--- src/rtl/cache_ctrl_pkg.sv ---
// Shared definitions for the L1 data-cache controller and its tag memory:
// geometry constants, the tag-memory request/tag structs, the controller
// FSM state encoding and a helper that rebuilds a line-aligned address.
package cache_ctrl_pkg;

    localparam int CC_ADDR_W   = 32;
    localparam int CC_INDEX_W  = 8;
    localparam int CC_OFFSET_W = 4;
    localparam int CC_TAG_W    = CC_ADDR_W - CC_INDEX_W - CC_OFFSET_W;
    localparam int LINE_WORDS  = 4;
    localparam int BEAT_W      = 2;

    typedef struct packed {
        logic [CC_INDEX_W-1:0] index;
        logic                  wr_en;
    } cache_req_t;

    typedef struct packed {
        logic                valid;
        logic                dirty;
        logic [CC_TAG_W-1:0] tag;
    } cache_tag_t;

    typedef enum logic [2:0] {
        ST_IDLE     = 3'd0,
        ST_LOOKUP   = 3'd1,
        ST_WB_REQ   = 3'd2,
        ST_WB       = 3'd3,
        ST_FILL_REQ = 3'd4,
        ST_FILL     = 3'd5,
        ST_UPDATE   = 3'd6,
        ST_RESP     = 3'd7
    } cache_state_e;

    // Line-aligned byte address built from a tag and an index.
    function automatic logic [CC_ADDR_W-1:0] line_addr(
        input logic [CC_TAG_W-1:0]   tag,
        input logic [CC_INDEX_W-1:0] index
    );
        return {tag, index, {CC_OFFSET_W{1'b0}}};
    endfunction

endpackage

--- src/rtl/cache_beat_cnt.sv ---
// Two-bit burst beat counter shared by the writeback and fill phases.
// Clear restarts at beat 0; the counter wraps to 0 after the fourth beat,
// and last_o flags the increment that completes the burst.
module cache_beat_cnt
    import cache_ctrl_pkg::*;
(
    input  logic              clk_i,
    input  logic              rst_i,
    input  logic              clr_i,
    input  logic              inc_i,
    output logic [BEAT_W-1:0] cnt_o,
    output logic              last_o
);

    logic [BEAT_W-1:0] cnt_r;

    // Beat count register: clear has priority, otherwise count accepted beats.
    always_ff @(posedge clk_i or posedge rst_i) begin
        if (rst_i) begin
            cnt_r <= 2'd0;
        end else if (clr_i) begin
            cnt_r <= 2'd0;
        end else if (inc_i) begin
            cnt_r <= cnt_r + 2'd1;
        end else begin
            cnt_r <= cnt_r;
        end
    end

    assign cnt_o  = cnt_r;
    assign last_o = inc_i && (cnt_r == 2'd3);

endmodule

--- src/rtl/cache_ctrl.sv ---
// L1 direct-mapped data-cache controller (write-back, write-allocate).
// Owns the tag path, decides hit/miss and sequences the dirty writeback and
// line-fill bursts. Optional build macro CACHE_STATS_EN adds saturating
// hit_cnt_o / miss_cnt_o response counters.
module cache_ctrl
    import cache_ctrl_pkg::*;
#(
    parameter int ADDR_W   = CC_ADDR_W,
    parameter int INDEX_W  = CC_INDEX_W,
    parameter int OFFSET_W = CC_OFFSET_W
) (
    input  logic              clk_i,
    input  logic              rst_i,
    input  logic              cpu_req_valid_i,
    output logic              cpu_req_ready_o,
    input  logic [ADDR_W-1:0] cpu_addr_i,
    input  logic              cpu_we_i,
    output logic              cpu_resp_valid_o,
    output logic              cpu_hit_o,
    output cache_req_t        cache_req_o,
    output cache_tag_t        wr_tag_o,
    input  cache_tag_t        rd_tag_i,
    output logic              mem_req_valid_o,
    input  logic              mem_req_ready_i,
    output logic              mem_req_we_o,
    output logic [ADDR_W-1:0] mem_req_addr_o,
    input  logic              mem_beat_i,
    output logic [1:0]        dmem_word_o,
    output logic              dmem_fill_we_o
`ifdef CACHE_STATS_EN
    ,
    output logic [31:0]       hit_cnt_o,
    output logic [31:0]       miss_cnt_o
`endif
);

    localparam int TAG_W = ADDR_W - INDEX_W - OFFSET_W;

    cache_state_e       state_r, next_state_s;
    logic [TAG_W-1:0]   tag_r;
    logic [INDEX_W-1:0] index_r;
    logic               we_r;
    logic [TAG_W-1:0]   victim_tag_r;
    logic               hit_r;

    logic               lookup_hit_s;
    logic               lookup_victim_s;
    logic               beat_clr_s, beat_inc_s, beat_last_s;
    logic [1:0]         beat_cnt_s;

    logic               ready_s, resp_valid_s, resp_hit_s;
    cache_req_t         cache_req_s;
    cache_tag_t         wr_tag_s;
    logic               mem_valid_s, mem_we_s;
    logic [ADDR_W-1:0]  mem_addr_s;
    logic [1:0]         dmem_word_s;
    logic               fill_we_s;

    // Byte offset is irrelevant to a line-granular controller.
    logic               unused_offset_s;
    assign unused_offset_s = ^cpu_addr_i[OFFSET_W-1:0];

    assign lookup_hit_s    = rd_tag_i.valid && (rd_tag_i.tag == tag_r);
    assign lookup_victim_s = !lookup_hit_s && rd_tag_i.valid && rd_tag_i.dirty;

    // Beats only count inside a burst; the command cycle clears the counter,
    // so a beat coincident with command acceptance is not counted.
    assign beat_clr_s = (state_r == ST_WB_REQ) || (state_r == ST_FILL_REQ);
    assign beat_inc_s = mem_beat_i && ((state_r == ST_WB) || (state_r == ST_FILL));

    cache_beat_cnt u_beat_cnt (
        .clk_i  (clk_i),
        .rst_i  (rst_i),
        .clr_i  (beat_clr_s),
        .inc_i  (beat_inc_s),
        .cnt_o  (beat_cnt_s),
        .last_o (beat_last_s)
    );

    // FSM state register.
    always_ff @(posedge clk_i or posedge rst_i) begin
        if (rst_i) begin
            state_r <= ST_IDLE;
        end else begin
            state_r <= next_state_s;
        end
    end

    // Request capture: address/we at acceptance, victim tag and hit at lookup.
    always_ff @(posedge clk_i or posedge rst_i) begin
        if (rst_i) begin
            tag_r        <= '0;
            index_r      <= '0;
            we_r         <= 1'b0;
            victim_tag_r <= '0;
            hit_r        <= 1'b0;
        end else begin
            if ((state_r == ST_IDLE) && cpu_req_valid_i) begin
                tag_r   <= cpu_addr_i[ADDR_W-1 -: TAG_W];
                index_r <= cpu_addr_i[OFFSET_W +: INDEX_W];
                we_r    <= cpu_we_i;
            end
            if (state_r == ST_LOOKUP) begin
                hit_r <= lookup_hit_s;
                if (lookup_victim_s) begin
                    victim_tag_r <= rd_tag_i.tag;
                end
            end
        end
    end

    // Next-state and output decode.
    always_comb begin
        next_state_s      = state_r;
        ready_s           = 1'b0;
        resp_valid_s      = 1'b0;
        resp_hit_s        = 1'b0;
        cache_req_s.index = index_r;
        cache_req_s.wr_en = 1'b0;
        wr_tag_s          = '0;
        mem_valid_s       = 1'b0;
        mem_we_s          = 1'b0;
        mem_addr_s        = '0;
        dmem_word_s       = 2'd0;
        fill_we_s         = 1'b0;
        case (state_r)
            ST_IDLE: begin
                ready_s           = 1'b1;
                cache_req_s.index = cpu_addr_i[OFFSET_W +: INDEX_W];
                if (cpu_req_valid_i) begin
                    next_state_s = ST_LOOKUP;
                end else begin
                    next_state_s = ST_IDLE;
                end
            end
            ST_LOOKUP: begin
                if (lookup_hit_s) begin
                    if (we_r) begin
                        cache_req_s.wr_en = 1'b1;
                        wr_tag_s          = '{valid: 1'b1, dirty: 1'b1, tag: tag_r};
                    end else begin
                        cache_req_s.wr_en = 1'b0;
                    end
                    next_state_s = ST_RESP;
                end else if (lookup_victim_s) begin
                    next_state_s = ST_WB_REQ;
                end else begin
                    next_state_s = ST_FILL_REQ;
                end
            end
            ST_WB_REQ: begin
                mem_valid_s = 1'b1;
                mem_we_s    = 1'b1;
                mem_addr_s  = line_addr(victim_tag_r, index_r);
                if (mem_req_ready_i) begin
                    next_state_s = ST_WB;
                end else begin
                    next_state_s = ST_WB_REQ;
                end
            end
            ST_WB: begin
                dmem_word_s = beat_cnt_s;
                if (beat_last_s) begin
                    next_state_s = ST_FILL_REQ;
                end else begin
                    next_state_s = ST_WB;
                end
            end
            ST_FILL_REQ: begin
                mem_valid_s = 1'b1;
                mem_we_s    = 1'b0;
                mem_addr_s  = line_addr(tag_r, index_r);
                if (mem_req_ready_i) begin
                    next_state_s = ST_FILL;
                end else begin
                    next_state_s = ST_FILL_REQ;
                end
            end
            ST_FILL: begin
                dmem_word_s = beat_cnt_s;
                fill_we_s   = mem_beat_i;
                if (beat_last_s) begin
                    next_state_s = ST_UPDATE;
                end else begin
                    next_state_s = ST_FILL;
                end
            end
            ST_UPDATE: begin
                cache_req_s.wr_en = 1'b1;
                wr_tag_s          = '{valid: 1'b1, dirty: we_r, tag: tag_r};
                next_state_s      = ST_RESP;
            end
            ST_RESP: begin
                resp_valid_s = 1'b1;
                resp_hit_s   = hit_r;
                next_state_s = ST_IDLE;
            end
            default: begin
                next_state_s = ST_IDLE;
            end
        endcase
    end

    // While reset is held every output is forced low, including the IDLE
    // ready and the pass-through index.
    assign cpu_req_ready_o  = rst_i ? 1'b0 : ready_s;
    assign cpu_resp_valid_o = rst_i ? 1'b0 : resp_valid_s;
    assign cpu_hit_o        = rst_i ? 1'b0 : resp_hit_s;
    assign cache_req_o      = rst_i ? '0   : cache_req_s;
    assign wr_tag_o         = rst_i ? '0   : wr_tag_s;
    assign mem_req_valid_o  = rst_i ? 1'b0 : mem_valid_s;
    assign mem_req_we_o     = rst_i ? 1'b0 : mem_we_s;
    assign mem_req_addr_o   = rst_i ? '0   : mem_addr_s;
    assign dmem_word_o      = rst_i ? 2'd0 : dmem_word_s;
    assign dmem_fill_we_o   = rst_i ? 1'b0 : fill_we_s;

`ifdef CACHE_STATS_EN
    logic [31:0] hit_cnt_r, miss_cnt_r;

    // Saturating hit/miss counters, bumped once per completed response.
    always_ff @(posedge clk_i or posedge rst_i) begin
        if (rst_i) begin
            hit_cnt_r  <= 32'd0;
            miss_cnt_r <= 32'd0;
        end else if (state_r == ST_RESP) begin
            if (hit_r) begin
                if (hit_cnt_r != 32'hFFFF_FFFF) begin
                    hit_cnt_r <= hit_cnt_r + 32'd1;
                end
            end else begin
                if (miss_cnt_r != 32'hFFFF_FFFF) begin
                    miss_cnt_r <= miss_cnt_r + 32'd1;
                end
            end
        end
    end

    assign hit_cnt_o  = hit_cnt_r;
    assign miss_cnt_o = miss_cnt_r;
`endif

endmodule

--- config.mk ---
export PLATFORM = sky130hd
export DESIGN_NAME = cache_ctrl
export DESIGN_NICKNAME = d
export VERILOG_FILES = /design/src/rtl/cache_ctrl_pkg.sv /design/src/rtl/cache_beat_cnt.sv /design/src/rtl/cache_ctrl.sv
export SDC_FILE = /design/constraint.sdc
export NUM_CORES = 1
export LEC_CHECK = 0
export CORE_ASPECT_RATIO = 0.75
export CORE_MARGIN = 3
export CORE_UTILIZATION = 47
export CTS_CLUSTER_DIAMETER = 50
export DETAILED_ROUTE_END_ITERATION = 7
export GPL_TIMING_DRIVEN = 0
export PLACE_DENSITY = 0.86
export SLEW_MARGIN = 5
export SYNTH_ARGS = -nofsm -noshare
export SYNTH_HDL_FRONTEND = slang
export SYNTH_SLANG_ARGS = --single-unit
--- constraint.sdc ---
create_clock -name clk_i -period 6.85 [get_ports clk_i]
set_input_delay 0.685 -clock clk_i [delete_from_list [all_inputs] [get_ports clk_i]]
set_output_delay 0.685 -clock clk_i [all_outputs]
set_load 0.02 [all_outputs]
# [Word-level counts from Yosys, hierarchy flattened]
# Cells that the tools add are included.
[word_totals] wordCells=66 inputBits=60 ff_bits=55 output_inout_bits=71
[op_classes] reduce_logical=14 muxes=35 addsub=1 eq_ne=9
[op_table] operator="$mux W22" n=3
[op_table] operator="$pmux W32 S2" n=1
[op_table] operator="$pmux W22 S2" n=1
[op_table] operator="$mux W32" n=1
[op_table] operator="$pmux W3 S8" n=1
[op_table] operator="$eq A20 B20 Y1" n=1
[op_table] operator="$mux W1" n=17
[op_table] operator="$eq A3 B3 Y1 const B" n=4
[op_table] operator="$mux W2" n=5
[op_table] operator="$mux W3" n=3
[op_table] operator="$mux W9" n=1
[op_table] operator="$mux W8" n=1
[op_table] operator="$eq A3 B2 Y1 const B" n=2
[op_table] operator="$logic_and A1 B1 Y1" n=6
[op_table] operator="$reduce_or A2 Y1" n=2
[op_table] operator="$eq A3 B1 Y1 const B" n=1
[op_table] operator="$logic_not A3 Y1" n=1
[op_table] operator="$add A2 B1 Y2 const B" n=1
[op_table] operator="$eq A2 B2 Y1 const B" n=1
[op_table] operator="$logic_or A1 B1 Y1" n=2
[op_table] operator="$pmux W1 S2" n=1
[op_table] operator="$reduce_and A2 Y1" n=1
[op_table] operator="$reduce_bool A2 Y1" n=1
[op_table] operator="$logic_not A1 Y1" n=1

# [Depth between registers and ports, before layout]
[depth] word_depth=8 ltp_mapped=8 mapped_depth_nobuf=5

# [Cells and area by module]
# A second synthesis with hierarchy kept.
[unflattened] cells_unflattened=284 area_unflattened_um2=3175.5
[by_module_without_submodules] module="cache_ctrl" cells_each=275 n_inst=1 seq_area_each_um2=1326.3 area_per_inst_um2=3075.4
[by_module_without_submodules] module="cache_beat_cnt" cells_each=9 n_inst=1 seq_area_each_um2=50.0 area_per_inst_um2=100.1

# [Worst setup path after synthesis]
# OpenSTA, ideal clock, no wires.
[synth_path] kind="input-to-output" start="input rst_i" end="output mem_req_addr_o[12]" path_buffers=1 cell_stages=5 required_time_ns=6.165 slack_ns=3.174 t_arrival_ns=2.991 path_cell_list="inv_1 nand2_1 nor3_1 clkbuf_1 a22o_1"
[synth_between] elab_chain_len=1
[synth_lines] element="start, declared" line="cache_ctrl.sv:13" rtl="input logic rst_i,"
[synth_lines] element="$mux W32" line="cache_ctrl.sv:213" rtl="assign mem_req_addr_o = rst_i ? '0 : mem_addr_s;"
[synth_lines] element="end, declared" line="cache_ctrl.sv:26" rtl="output logic [ADDR_W-1:0] mem_req_addr_o,"
# Every way passes these cells.

# [Worst setup path in the final report]
[layout_path] start="input rst_i" end="output mem_req_addr_o[21]"
# The elaborated chain is that of the path after synthesis.

==> impl_metrics.toml <==
[synth]
netlist_area_um2 = 3202
yosys_most_used_dff = "dfrtp_1"
synth_top_cell_area_share = 0.4299
yosysMostFrequentCell = "dfrtp_1"
syn-instance-count = 292
synthTopCellsByArea = "dfrtp_1 (43%), mux2_4 (9.4%), mux2_2 (8.8%)"
yosys.area.top_type = "dfrtp_1"
synth.avg_cell_area_um2 = 10.97
yosys_warnings = 0
yosysSeqAreaShare = 0.4299
async_flop_share = 1.000
ys_top_cells_by_count = "dfrtp_1 (55), nor2b_1 (29), nand2_1 (28), mux2_2 (25), xnor2_1 (21)"
synth_edf_count = 0
synth_cell_type_count = 38
synth_seq_cells = 55

[clock_tree]
clkLatencyLatePin_ps = 310
cts_root_buf = "clkbuf_8"
postCtsSetupBuffers = 0
cts-buffers-inserted = 5
cts_sinks = 55
cts.path.max_buffers = 2
clkTransAtPathRegs_ps = 90
hold_buffers = 0
cts.htree.levels = 2
ctsResizeCount = 0
cts_tree = "built"

[layout]
fin_nets = 486
ff_latch_area_um2 = 1376
area_growth_pct = 45.96
num_antenna_cells = 0
multiInputGateArea_um2 = 1675
layout-drive-gt1-share = 0.1854
final_area_um2 = 4673
num-fill-cells = 467

[route]
dr.pass1.iters = 4
drc = 0
drt_iter0_markers = 136
vias_per_cell = 5.304
antenna_left = 0
wirelength_mm = 9.079
drt-wirelength-per-cell_um = 17.91
vias = 2689

[timing]
min_period_ps = 4574
maxSlewHeadroom = 0.5786
setup_tns_ps = 0
finalCritPeriodShare = 0.6678
slew_viol_final = 0
worstMarginPinSlew_ps = 629.8
setup_viol = 0
rsz0062_at_grt = "false"
fmax_mhz = 218.6
skew_ps = 6.625
final_hold_viol_count = 0

[grt]
grt_overflow = 0
antenna_found_initial = 0
use_met1 = 0.2852
busiest_layer = "met2"
use_met2 = 0.3864
grt_pass1_vias = 2768
grtUsageTotal = 0.2280
grt_max_degree = 33
grtUsageMet3 = 0.06110
grt_pass1_wl_mm = 13.95

[critical_path]
crit_path_end_kind = "output port"
cp.arrival_ps = 3890
required_ps = 6160
crit_fanout = 32
start_kind = "primary input"
crit_type = "in2out"

[placement]
place_area_um2 = 4556
post-dp-hpwl_mm = 6.910
io_buffer_count = 122
gp_congestion = 0.8162

[power]
peakVddDrop_uv = 192.6
power_leakage_nw = 1.886
powerDensity_nw_per_um2 = 384.5

[floorplan]
rows = 25
initial_utilization = 0.4969
design.core.area_um2 = 6444
die_h_um = 77.48
die_x_um = 101.3
die_area_um2 = 7849
io_pins = 131

[status]
status = "complete, no violations"

[run]
max-cap-violations = 0

[hold_path]
min_path_type = "reg2reg"
-- path summary, 6_finish.rpt --
kind,start,endpoint,slack [ps],cells after the start
worst max register to register,state_r[0],tag_r[2],4890,6
min in group asynchronous,rst_i,victim_tag_r[19],910,2
worst min register to register,hit_r,hit_r,510,2
max in group asynchronous,rst_i,victim_tag_r[11],5380,3
worst min-delay path,hit_r,hit_r,510,2
worst max-delay path,rst_i,mem_req_addr_o[21],2280,8
-- cells by family (layout without fill, tap and decap cells) --
family / after synthesis / after routing / share of synthesized area
and+or+nand+nor: 91 / 91 / 0.1583
DFF: 55 / 55 / 0.4299
muxes: 49 / 49 / 0.1958
AOI/OAI and AO/OA: 46 / 46 / 0.1004
buffers and inverters: 27 / 158 / 0.05041
xor gates and xnor gates: 22 / 22 / 0.06018
adders and majority gates: 1 / 1 / 0.003907
other: 1 / 4 / 0.001171
-- where the power goes --
part	internal (W)	switching (W)	leakage [nW]
Combinational	0.000509	0.000437	1.16
Sequential	0.000487	0.000138	0.662
Clock	0.000119	0.000109	0.0612
-- placed cells by master (no fill, tap or decap), types with 4 or more instances in the layout --
cell	n
a22o_1	20
nand4_1	4
clkbuf_1	6
mux2_2	25
buf_4	6
clkdlybuf4s50_1	122
buf_6	4
nor3_1	6
nor2b_1	29
nor2_1	6
conb_1	4
nand2_1	28
buf_2	6
mux2_1	4
mux2_4	20
a21oi_1	14
xnor2_1	21
clkbuf_8	6
o21ai_0	7
dfrtp_1	55
-- stage by stage --
stage          power, W  utilization  hold slack [ps]  setup slack, ps  cells
2_1_floorplan  0.001234            -            429.2             3174    295
3_3_place_gp   0.001527       0.7039            448.0             1124    498
3_5_place_dp   0.001570       0.7070            487.2             2252    499
4_1_cts        0.001802       0.7252            508.9             2240    507
5_1_grt        0.001901       0.7252            516.1             2073    507
6_report       0.001797       0.7252            507.5             2276    507
-- cell type report --
class	count	area share
Buffer	23	0.03133
Clock buffer	6	0.01767
Clock inverter	2	0.007497
Inverter	4	0.003213
Multi-Input combinational cell	213	0.3585
Sequential cell	55	0.2945
Tap cell	81	0.02169
Timing Repair Buffer	123	0.2656
-- worst max-delay path, cell delays in order --
cell,delay (ps)
clkdlybuf4s50_1,530
inv_2,480
buf_12,280
nand2_1,120
nor3_1,380
clkbuf_1,500
a22o_1,290
clkdlybuf4s50_1,620
-- per-layer routing --
layer / up-vias / share of wire
met4: 0 / 0.013
met3: 11 / 0.081
li1: 1266 / -
met2: 102 / 0.49
met1: 1310 / 0.42
met5: - / 0
-- flip-flops by register name (all words and copies together), names as in the netlist --
name	count
state_r	3
u_beat_cnt.cnt_o	2
we_r	1
tag_r	20
index_r	8
victim_tag_r	20
hit_r	1
No activity file was read; power rests on OpenSTA's default activity.
